==> src/rtl/addsub_pkg.sv <==
// addsub_pkg: shared definitions for the add/subtract arbiter slice.
//   MODE_SUB / MODE_ADD : client op encoding (1 = add, 0 = sub a-b)
//   state_t             : arbiter FSM state encoding
package addsub_pkg;

    localparam logic MODE_SUB = 1'b0;
    localparam logic MODE_ADD = 1'b1;

    typedef enum logic [1:0] {
        IDLE = 2'd0,
        EXEC = 2'd1,
        RESP = 2'd2,
        COOL = 2'd3
    } state_t;

endpackage

==> src/rtl/addsub_arbiter_if.sv <==
// addsub_arbiter_if: two-client request/ready bus of the add/subtract server.
//   c0_/c1_ req_i, mode_i, a_bi, b_bi : client requests and operands
//   c0_/c1_ ready_o                   : one-cycle result-valid pulses
//   res_bo                            : shared result bus
//   busy_o                            : server not idle
// Modports: slave = arbiter side, master = client/stimulus side.
interface addsub_arbiter_if #(parameter int WIDTH = 8);

    logic             c0_req_i;
    logic             c0_mode_i;
    logic [WIDTH-1:0] c0_a_bi;
    logic [WIDTH-1:0] c0_b_bi;
    logic             c0_ready_o;
    logic             c1_req_i;
    logic             c1_mode_i;
    logic [WIDTH-1:0] c1_a_bi;
    logic [WIDTH-1:0] c1_b_bi;
    logic             c1_ready_o;
    logic [WIDTH-1:0] res_bo;
    logic             busy_o;

    modport slave (
        input  c0_req_i, c0_mode_i, c0_a_bi, c0_b_bi,
        input  c1_req_i, c1_mode_i, c1_a_bi, c1_b_bi,
        output c0_ready_o, c1_ready_o, res_bo, busy_o
    );

    modport master (
        output c0_req_i, c0_mode_i, c0_a_bi, c0_b_bi,
        output c1_req_i, c1_mode_i, c1_a_bi, c1_b_bi,
        input  c0_ready_o, c1_ready_o, res_bo, busy_o
    );

endinterface

==> src/rtl/addsub_alu.sv <==
// addsub_alu: combinational WIDTH-bit adder/subtractor, result modulo 2^WIDTH.
//   mode : MODE_ADD -> a+b, MODE_SUB -> a-b (wraps on underflow)
//   a, b : operands
//   res  : result
module addsub_alu
    import addsub_pkg::*;
#(
    parameter int WIDTH = 8
) (
    input  logic             mode,
    input  logic [WIDTH-1:0] a,
    input  logic [WIDTH-1:0] b,
    output logic [WIDTH-1:0] res
);

    always_comb begin
        res = (mode == MODE_ADD) ? (a + b) : (a - b);
    end

endmodule

==> src/rtl/addsub_arbiter.sv <==
// addsub_arbiter: shared add/subtract server for two clients.
// Serialises level requests, latches the granted client's operands, runs one
// op through addsub_alu and pulses that client's ready for one cycle.
//   clk_i : clock, rising edge
//   rst_i : asynchronous active-low reset
//   bus   : addsub_arbiter_if.slave (requests in, ready/res/busy out)
// Build option: ADDSUB_ARB_RR_EN selects round-robin tie-breaking
// (default: fixed priority, client 0 wins ties).
//
// state | meaning
// IDLE  | waiting; arbitrates between pending requests
// EXEC  | counting down LATENCY cycles, result registered at cnt==0
// RESP  | ready pulse to the granted client
// COOL  | one dead cycle so a client still holding req is not re-served
module addsub_arbiter
    import addsub_pkg::*;
#(
    parameter int WIDTH   = 8,
    parameter int LATENCY = 1
) (
    input  logic             clk_i,
    input  logic             rst_i,
    addsub_arbiter_if.slave  bus
);

    localparam int              CNT_W    = (LATENCY > 1) ? $clog2(LATENCY) : 1;
    localparam logic [CNT_W-1:0] CNT_LOAD = CNT_W'(LATENCY - 1);

    state_t           state;
    logic             grant;
    logic             mode_q;
    logic [WIDTH-1:0] a_q;
    logic [WIDTH-1:0] b_q;
    logic [CNT_W-1:0] cnt;
    logic [WIDTH-1:0] res_q;
    logic             rdy0_q;
    logic             rdy1_q;
    logic             busy_q;
    logic [WIDTH-1:0] alu_res;
    logic             pick;

`ifdef ADDSUB_ARB_RR_EN
    logic last_grant;

    // Tie goes to whoever was not served last; otherwise the sole requester.
    always_comb begin
        pick = bus.c1_req_i;
        if (bus.c0_req_i && bus.c1_req_i) begin
            pick = ~last_grant;
        end
    end
`else
    // Client 1 only wins when client 0 is not asking.
    always_comb begin
        pick = ~bus.c0_req_i;
    end
`endif

    addsub_alu #(.WIDTH(WIDTH)) u_alu (
        .mode (mode_q),
        .a    (a_q),
        .b    (b_q),
        .res  (alu_res)
    );

    always_ff @(posedge clk_i or negedge rst_i) begin
        if (!rst_i) begin
            state  <= IDLE;
            grant  <= 1'b0;
            mode_q <= 1'b0;
            a_q    <= '0;
            b_q    <= '0;
            cnt    <= '0;
            res_q  <= '0;
            rdy0_q <= 1'b0;
            rdy1_q <= 1'b0;
            busy_q <= 1'b0;
`ifdef ADDSUB_ARB_RR_EN
            last_grant <= 1'b1;
`endif
        end else begin
            case (state)
                IDLE: begin
                    if (bus.c0_req_i || bus.c1_req_i) begin
                        grant  <= pick;
                        mode_q <= pick ? bus.c1_mode_i : bus.c0_mode_i;
                        a_q    <= pick ? bus.c1_a_bi   : bus.c0_a_bi;
                        b_q    <= pick ? bus.c1_b_bi   : bus.c0_b_bi;
                        cnt    <= CNT_LOAD;
                        busy_q <= 1'b1;
                        state  <= EXEC;
`ifdef ADDSUB_ARB_RR_EN
                        last_grant <= pick;
`endif
                    end
                end
                EXEC: begin
                    if (cnt == '0) begin
                        res_q  <= alu_res;
                        rdy0_q <= ~grant;
                        rdy1_q <= grant;
                        state  <= RESP;
                    end else begin
                        cnt <= cnt - 1'b1;
                    end
                end
                RESP: begin
                    rdy0_q <= 1'b0;
                    rdy1_q <= 1'b0;
                    state  <= COOL;
                end
                COOL: begin
                    busy_q <= 1'b0;
                    state  <= IDLE;
                end
                default: begin
                    state <= IDLE;
                end
            endcase
        end
    end

    assign bus.c0_ready_o = rdy0_q;
    assign bus.c1_ready_o = rdy1_q;
    assign bus.res_bo     = res_q;
    assign bus.busy_o     = busy_q;

endmodule

==> src/flat_wrapper.sv <==
// flat-port wrapper written by rule: the top's interface ports become plain ports
module addsub_arbiter_flat import addsub_pkg::*;
#(
    parameter int WIDTH   = 8,
    parameter int LATENCY = 1
)
  (clk_i, rst_i, bus_c0_req_i, bus_c0_mode_i, bus_c0_a_bi, bus_c0_b_bi, bus_c1_req_i, bus_c1_mode_i, bus_c1_a_bi, bus_c1_b_bi, bus_c0_ready_o, bus_c1_ready_o, bus_res_bo, bus_busy_o);
  addsub_arbiter_if #(.WIDTH(WIDTH)) bus_i ();
  input  logic clk_i;
  input  logic rst_i;
  input wire logic [$bits(bus_i.c0_req_i)-1:0] bus_c0_req_i;
  input wire logic [$bits(bus_i.c0_mode_i)-1:0] bus_c0_mode_i;
  input wire logic [$bits(bus_i.c0_a_bi)-1:0] bus_c0_a_bi;
  input wire logic [$bits(bus_i.c0_b_bi)-1:0] bus_c0_b_bi;
  input wire logic [$bits(bus_i.c1_req_i)-1:0] bus_c1_req_i;
  input wire logic [$bits(bus_i.c1_mode_i)-1:0] bus_c1_mode_i;
  input wire logic [$bits(bus_i.c1_a_bi)-1:0] bus_c1_a_bi;
  input wire logic [$bits(bus_i.c1_b_bi)-1:0] bus_c1_b_bi;
  output wire logic [$bits(bus_i.c0_ready_o)-1:0] bus_c0_ready_o;
  output wire logic [$bits(bus_i.c1_ready_o)-1:0] bus_c1_ready_o;
  output wire logic [$bits(bus_i.res_bo)-1:0] bus_res_bo;
  output wire logic [$bits(bus_i.busy_o)-1:0] bus_busy_o;
  assign bus_i.c0_req_i = bus_c0_req_i;
  assign bus_i.c0_mode_i = bus_c0_mode_i;
  assign bus_i.c0_a_bi = bus_c0_a_bi;
  assign bus_i.c0_b_bi = bus_c0_b_bi;
  assign bus_i.c1_req_i = bus_c1_req_i;
  assign bus_i.c1_mode_i = bus_c1_mode_i;
  assign bus_i.c1_a_bi = bus_c1_a_bi;
  assign bus_i.c1_b_bi = bus_c1_b_bi;
  assign bus_c0_ready_o = bus_i.c0_ready_o;
  assign bus_c1_ready_o = bus_i.c1_ready_o;
  assign bus_res_bo = bus_i.res_bo;
  assign bus_busy_o = bus_i.busy_o;
  addsub_arbiter #(.WIDTH(WIDTH), .LATENCY(LATENCY)) u_core (.clk_i(clk_i), .rst_i(rst_i), .bus(bus_i));
endmodule
==> config.mk <==
export PLATFORM = sky130hd
export DESIGN_NAME = addsub_arbiter_flat
export DESIGN_NICKNAME = d
export VERILOG_FILES = /design/src/rtl/addsub_pkg.sv /design/src/rtl/addsub_arbiter_if.sv /design/src/rtl/addsub_alu.sv /design/src/rtl/addsub_arbiter.sv /design/src/flat_wrapper.sv
export SDC_FILE = /design/constraint.sdc
export NUM_CORES = 1
export LEC_CHECK = 0
export ABC_AREA = 1
export CORE_MARGIN = 4
export CORE_UTILIZATION = 48
export DETAILED_ROUTE_END_ITERATION = 8
export PLACE_DENSITY_LB_ADDON = 0.08
export SETUP_SLACK_MARGIN = 0.2
export SLEW_MARGIN = 10
export SYNTH_ARGS = -nofsm -noshare
export SYNTH_HDL_FRONTEND = slang
export SYNTH_SLANG_ARGS = --single-unit
==> constraint.sdc <==
create_clock -name clk_i -period 2 [get_ports clk_i]
set_input_delay 0.2 -clock clk_i [delete_from_list [all_inputs] [get_ports clk_i]]
set_output_delay 0.2 -clock clk_i [all_outputs]
set_load 0.01 [all_outputs]
==> results of run 1 <==
cell families after synthesis:
kind of cell               synth area share
and+or+nand+nor                       0.269
AOI/OAI and AO/OA                     0.109
buffers and inverters                0.0757
DFF                                   0.416
adders and majority gates            0.0979
xor gates and xnor gates             0.0328
power by group through the flow:
stage	clock, mW	sequential [mW]	combinational, mW
floorplan	0	1.20	1.99
global placement	0	1.18	2.64
detailed placement	0	1.20	2.69
CTS	0.502	1.18	3.22
global route	0.531	1.23	4.16
finish	0.495	1.18	3.72
what timing repair did:
item | 4_1_cts | 5_1_grt
setup endpoints to repair | 6 | 6
gates cloned | 0 | 0
gates resized for setup | 15 | 9
buffers inserted | 11 | 4
hold buffers | 0 | 0
pin swaps | 13 | 13
registers in the layout (all words and copies together), names as in the netlist:
register	flops
u_core.bus.busy_o	1
u_core.a_q	8
u_core.bus.res_bo	8
u_core.state	2
u_core.grant	1
u_core.bus.c1_ready_o	1
u_core.mode_q	1
u_core.bus.c0_ready_o	1
u_core.b_q	8
synthesized netlist by cell type:
master,number,area share
fa_1,1,0.011
buf_2,2,0.0054
nand2_1,77,0.15
o21ai_0,8,0.021
nand3_1,12,0.032
ha_1,13,0.087
xor2_1,4,0.019
inv_2,1,0.0020
or2_1,1,0.0034
nor2_1,23,0.046
a21oi_1,5,0.013
o21ai_1,1,0.0027
nor3_1,1,0.0027
xnor2_1,3,0.014
a22oi_1,1,0.0040
nand4_1,2,0.0067
dfrtp_1,31,0.42
o22ai_1,1,0.0034
clkinv_1,1,0.0020
inv_1,23,0.046
buf_4,2,0.0080
nor2_2,1,0.0034
nand3b_1,1,0.0040
a31oi_1,19,0.064
nor2_8,1,0.011
nor3_2,1,0.0054
buf_6,2,0.012
metrics by stage:
stage | setup TNS (ps) | worst slack [ps] | power, mW | instance area (um2) | instances
5_1_grt | -281 | -118 | 5.92 | 2680 | 353
6_report | 0 | 17.2 | 5.39 | 2680 | 353
3_5_place_dp | 0 | 0.680 | 3.89 | 2390 | 331
2_1_floorplan | 0 | 202 | 3.19 | 1870 | 238
3_3_place_gp | 0 | 66.2 | 3.82 | 2390 | 331
4_1_cts | 0 | 109 | 4.90 | 2610 | 349
worst max-delay path: stages (launching register included):
cell and delay (ps):
dfrtp_1 400, inv_2 100, ha_4 170, a31oi_2 90, xor2_1 150, ha_1 360
nand2_1 110, nand2_2 70, a21oi_2 140, nand2_1 90, inv_1 50, nand2_1 40
nand3_1 60, nand2_1 50
layout make-up:
class	instances	area (um2)
repair buffers	66	619
multi-input cells	176	1040
well taps	48	60.1
clock inverters	1	5.00
clock buffers	6	82.6
fillers	316	1030
flip-flops and latches	31	776
inverters	25	93.8
final timing paths:
| kind | from | end | slack, ps |
|---|---|---|---|
| worst min register to register | u_core.bus.res_bo[1] | u_core.bus.res_bo[1] | 470 |
| worst max-delay path | u_core.b_q[1] | u_core.bus.res_bo[7] | 20 |
| max in group asynchronous | rst_i | u_core.b_q[5] | 1410 |
| worst min-delay path | rst_i | u_core.state[0] | 310 |
| worst max register to register | u_core.b_q[1] | u_core.bus.res_bo[7] | 20 |
| min in group clk_i | u_core.bus.res_bo[1] | u_core.bus.res_bo[1] | 470 |
per-layer routing:
layer / vias to the layer above / GRT usage
met1: 762 / 0.220
met2: 53 / 0.293
li1: 906 / -
met5: - / 0
met3: 10 / 0.0475
met4: 0 / 0.0830
==> metrics.md, run 1 <==
| Metric | Value |
|---|---|
| Clk slew on worst S/H paths | 70 ps |
| CTS max path bufs | 2 |
| Worst relative slew slack | 0.682 |
| Hpwl dp | 2950 um |
| Status | completed |
| I/O pin cnt | 49 |
| Final Hold Fails | 0 |
| Fraction of layout cells with a size suffix above 1 | 0.161 |
| Post-Syn Nets | a little under 300 |
| # DRC | 0 |
| Nets@finish | around 360 |
| Htree depth | 2 |
| Antenna diodes | 0 |
| Seq pwr share | 0.219 |
| Clk pwr share | 0.092 |
| Chip height | just over 70 um |
| VDD IR max | 711 uV |
| DRT antenna net count | 0 |
| CTS tree | done |
| Sequential share of the synthesized area | 0.416 |
| Setup CP Type | reg2reg |
| CTS buffer count | 5 |
| Grt total ovfl | 0 |
| DR vias | about 1700 |
| CTS Root Cell | clkbuf_8 |
| Mean Syn Cell Area | around 7.8 um2 |
| P_sw | about 2.4 mW |
| Final setup fails | 0 |
| Switching fraction of total power | 0.441 |
| FP Rows | 22 |
| Fmax | 504 MHz |
| Starting DRT DRC Count | just over 100 |
| CP arrival | 2160 ps |
| Crit. End Element | flip-flop |
| Initial core utilization | 0.502 |
| Cells after Synth | between 200 and 250 |
| Finished Core Util | 0.722 |
| Per-cell routed wire length | about 12 um |
| Worst-path fanout max | 4 |
| Vias in the first global route | 1573 |
| RSZ-0062 raised after global routing | yes |
| Pre-antenna DRT Iters | 4 |
| Clock sink count | 31 |
| Die Wd | 70.4 um |
| FF+latch count, synth | 31 |
| Die area | 4950 um2 |
| Combinational power share | 0.689 |
| Tot GR Track Use | 0.180 |
| Vias per inst | 4.90 |
| First-pass GRT wire length | roughly 7000 um |
| Period utilisation layout | 0.991 |
| Worst Hold Class | in2async |
| Core Footprint | about 3700 um2 |
| Critical Path Start Type | flip-flop |
| Max layer used | met4 |
| Final Critical Period | 1980 ps |
| R2r worst-path depth | 13 |
| Synth-to-Final Area Change | 43.6% |
| Wirelength, routed | 4390 um |
| Most frequent cells in the layout | nand2_1 (73), clkdlybuf4s50_1 (48), dfrtp_1 (31) |
| Pin count of the biggest net entering global routing | 38 |
| Clk Latency, worst-skew pair | ~290 ps |
| Leakage | 1.26 nW |
| Most common cell after layout, fill and taps aside | nand2_1 |
| Yosys warns | 0 |
| Final Max Slew Viols | 0 |
| Clock Skew | 6.57 ps |
| Antenna violations before repair | 0 |
| Synth cell types | 27 |
| Pint | 3.01 mW |
| Synthesized area | between 1500 and 2000 um2 |
| Maxcap violations | 0 |
| PortBufs | 48 |
| WL met1 | 1890 um |
| Critical Path RT | 2180 ps |
| WL met2 | 2150 um |
| Hold slack final | about 300 ps |
| Worst-margin pin slew | around 470 ps |
| Pwr/cell area | 2010 nW/um2 |
| Met3 routed WL | ~250 um |
| Routability congestion estimate | 0.832 |
No activity file was read; power rests on OpenSTA's default activity.
==> run 2, diff against run 1 <==
--- a/config.mk
+++ b/config.mk
@@ -6,8 +6,9 @@
 export NUM_CORES = 1
 export LEC_CHECK = 0
 export ABC_AREA = 1
-export CORE_MARGIN = 4
-export CORE_UTILIZATION = 48
+export CORE_MARGIN = 3
+export CORE_UTILIZATION = 50
+export CTS_BUF_LIST = sky130_fd_sc_hd__clkbuf_8
 export DETAILED_ROUTE_END_ITERATION = 8
 export PLACE_DENSITY_LB_ADDON = 0.08
 export SETUP_SLACK_MARGIN = 0.2
==> run 2 against run 1 <==
Via count is 1.3% lower. Cell count is 3.1% lower. Combinational power is 15% lower. Global-route usage is 2.6 points higher. Sequential share of layout area is 1.4 points higher. Worst setup slack better by 52 ps. Flip-flop and latch count stayed put.
==> metrics.md, run 2 (same netlist as run 1, synthesis figures left out) <==
| Metric | Value |
|---|---|
| Core Footprint | 3470 um2 |
| Tot GR Track Use | 0.206 |
| Setup CP Type | reg2reg |
| Worst path most repeated cell | nand2_1 |
| Period utilisation layout | 0.965 |
| Nets@finish | 349 |
| Die area | between 4000 and 5000 um2 |
| CTS max path bufs | 2 |
| Critical Path RT | 2170 ps |
| RSZ-0062 raised after global routing | yes |
| Grt total ovfl | 0 |
| Wirelength, routed | 4140 um |
| Fraction of layout cells with a size suffix above 1 | 0.118 |
| Critical Path Max Stage Delay | 400 ps |
| I/O pin cnt | 49 |
| Clk slew on worst S/H paths | 60 ps |
| Per-cell routed wire length | 12.1 um |
| Design Area, Final | between 2000 and 3000 um2 |
| Final Hold Fails | 0 |
| Vias in the first global route | ~1700 |
| Routability congestion estimate | 0.956 |
| Pre-antenna DRT Iters | 4 |
| Clock sink count | 31 |
| CP arrival | 2100 ps |
| CP cell instances | inv_2 > ha_4 > a31oi_2 > xor2_1 > ha_1 > nand2_1 > nand2_1 > a21oi_2 > nand2_1 > inv_1 > nand2_1 > nand3_1 > nand2_1 |
| Hold slack final | 322 ps |
| Critical Path Start Type | flip-flop |
| Worst relative slew slack | 0.687 |
| Chip height | 67.1 um |
| Worst-path fanout max | 4 |
| Maxcap violations | 0 |
| Initial core utilization | 0.538 |
| DP Area | roughly 2400 um2 |
| Most common cell after layout, fill and taps aside | nand2_1 |
| VDD IR max | 1010 uV |
| DRT antenna net count | 0 |
| Crit. End Element | flip-flop |
| DR vias | between 1500 and 2000 |
| FP Rows | 21 |
| Hpwl dp | 3040 um |
| Buf/Inv on CP | 2 |
| CTS Root Cell | clkbuf_8 |
| First-pass GRT wire length | approximately 7000 um |
| Fin cells | 342 |
| Vias per inst | 4.99 |
| Clock Skew | ~2.3 ps |
| Final Max Slew Viols | 0 |
| CTS buffer count | 5 |
| Pwr/cell area | 1870 nW/um2 |
| Htree depth | 2 |
| Worst-margin pin slew | about 470 ps |
| Antenna violations before repair | 0 |
| Starting DRT DRC Count | between 60 and 70 |
| Status | completed |
| Fmax | 518 MHz |
| CTS tree | done |
| Placed cell count | 329 |
| Cell family with most CP delay | adder cells |
| Antenna diodes | 0 |
| Critical-path top delay cell | dfrtp_1 |
| PortBufs | 48 |
| Die Wd | 67.1 um |
| Final setup fails | 0 |
| Synth-to-Final Area Change | 37.1% |
| Worst Hold Class | in2async |
| Fillers | between 200 and 300 |
| # DRC | 0 |
| CTS Hold Buffers Added | 0 |
| Finished Core Util | 0.738 |
| Most frequent cells in the layout | nand2_1 (76), clkdlybuf4s50_1 (48), dfrtp_1 (30) |
| Final Critical Period | 1930 ps |
| Clk Latency, worst-skew pair | between 200 and 300 ps |
| Leakage | 1.20 nW |
| Pin count of the biggest net entering global routing | 38 |
run 2: changes by cell type in the layout (fill, tap and decap cells not counted), moves of 2 or more:
cell | previous run | this run
buf_4 | 17 | 10
nand2_1 | 73 | 76
nand2_2 | 4 | 1
nand3_1 | 8 | 10
nand3_2 | 4 | 2
run 2: cell type report:
class / instances / area [um2] / area share
well taps: 46 / 57.6 / 0.0225
repair buffers: 58 / 556 / 0.217
flip-flops and latches: 31 / 777 / 0.304
clock buffers: 5 / 68.8 / 0.0269
clock inverters: 1 / 3.75 / 0.00147
multi-input cells: 176 / 1000 / 0.392
inverters: 25 / 93.8 / 0.0367
run 2: routing by layer:
layer | part of all wire | wire (um) | global-route usage | vias up
met5 | 0 | 0 | 0 | -
met4 | 0.016 | 66 | 0.0886 | 0
met3 | 0.042 | 173 | 0.0455 | 7
met2 | 0.49 | 2020 | 0.356 | 41
met1 | 0.45 | 1870 | 0.245 | 770
li1 | - | - | - | 890
run 2: timing repair:
action	4_1_cts	5_1_grt
buffers inserted	6	1
gates resized for setup	10	7
pin swaps	11	6
endpoints found under the setup margin	6	6
run 2: final timing paths:
| path | start | slack [ps] | depth (start not counted) | end |
|---|---|---|---|---|
| min reg2reg | u_core.bus.res_bo[1] | 470 | 2 | u_core.bus.res_bo[1] |
| max reg2reg | u_core.b_q[1] | 70 | 13 | u_core.bus.res_bo[7] |
| min | rst_i | 320 | 2 | u_core.b_q[5] |
| max | u_core.b_q[1] | 70 | 13 | u_core.bus.res_bo[7] |
| max in group asynchronous | rst_i | 1370 | 2 | u_core.mode_q |
| min in group clk_i | u_core.bus.res_bo[1] | 470 | 2 | u_core.bus.res_bo[1] |
run 2: power breakdown:
group          switching, mW  total (mW)  internal [mW]
Combinational           1.71        3.16           1.45
Clock                  0.197       0.423          0.226
Sequential             0.242        1.20          0.960
Total                   2.15        4.78           2.63
run 2: stage by stage:
step           total power [mW]  worst slack (ps)  TNS, ps
6_report                   4.78              69.3        0
3_3_place_gp               3.91              44.4        0
3_5_place_dp               3.95              41.2        0
5_1_grt                    5.30             -90.3     -213
4_1_cts                    4.64               116        0
2_1_floorplan              3.19               202        0
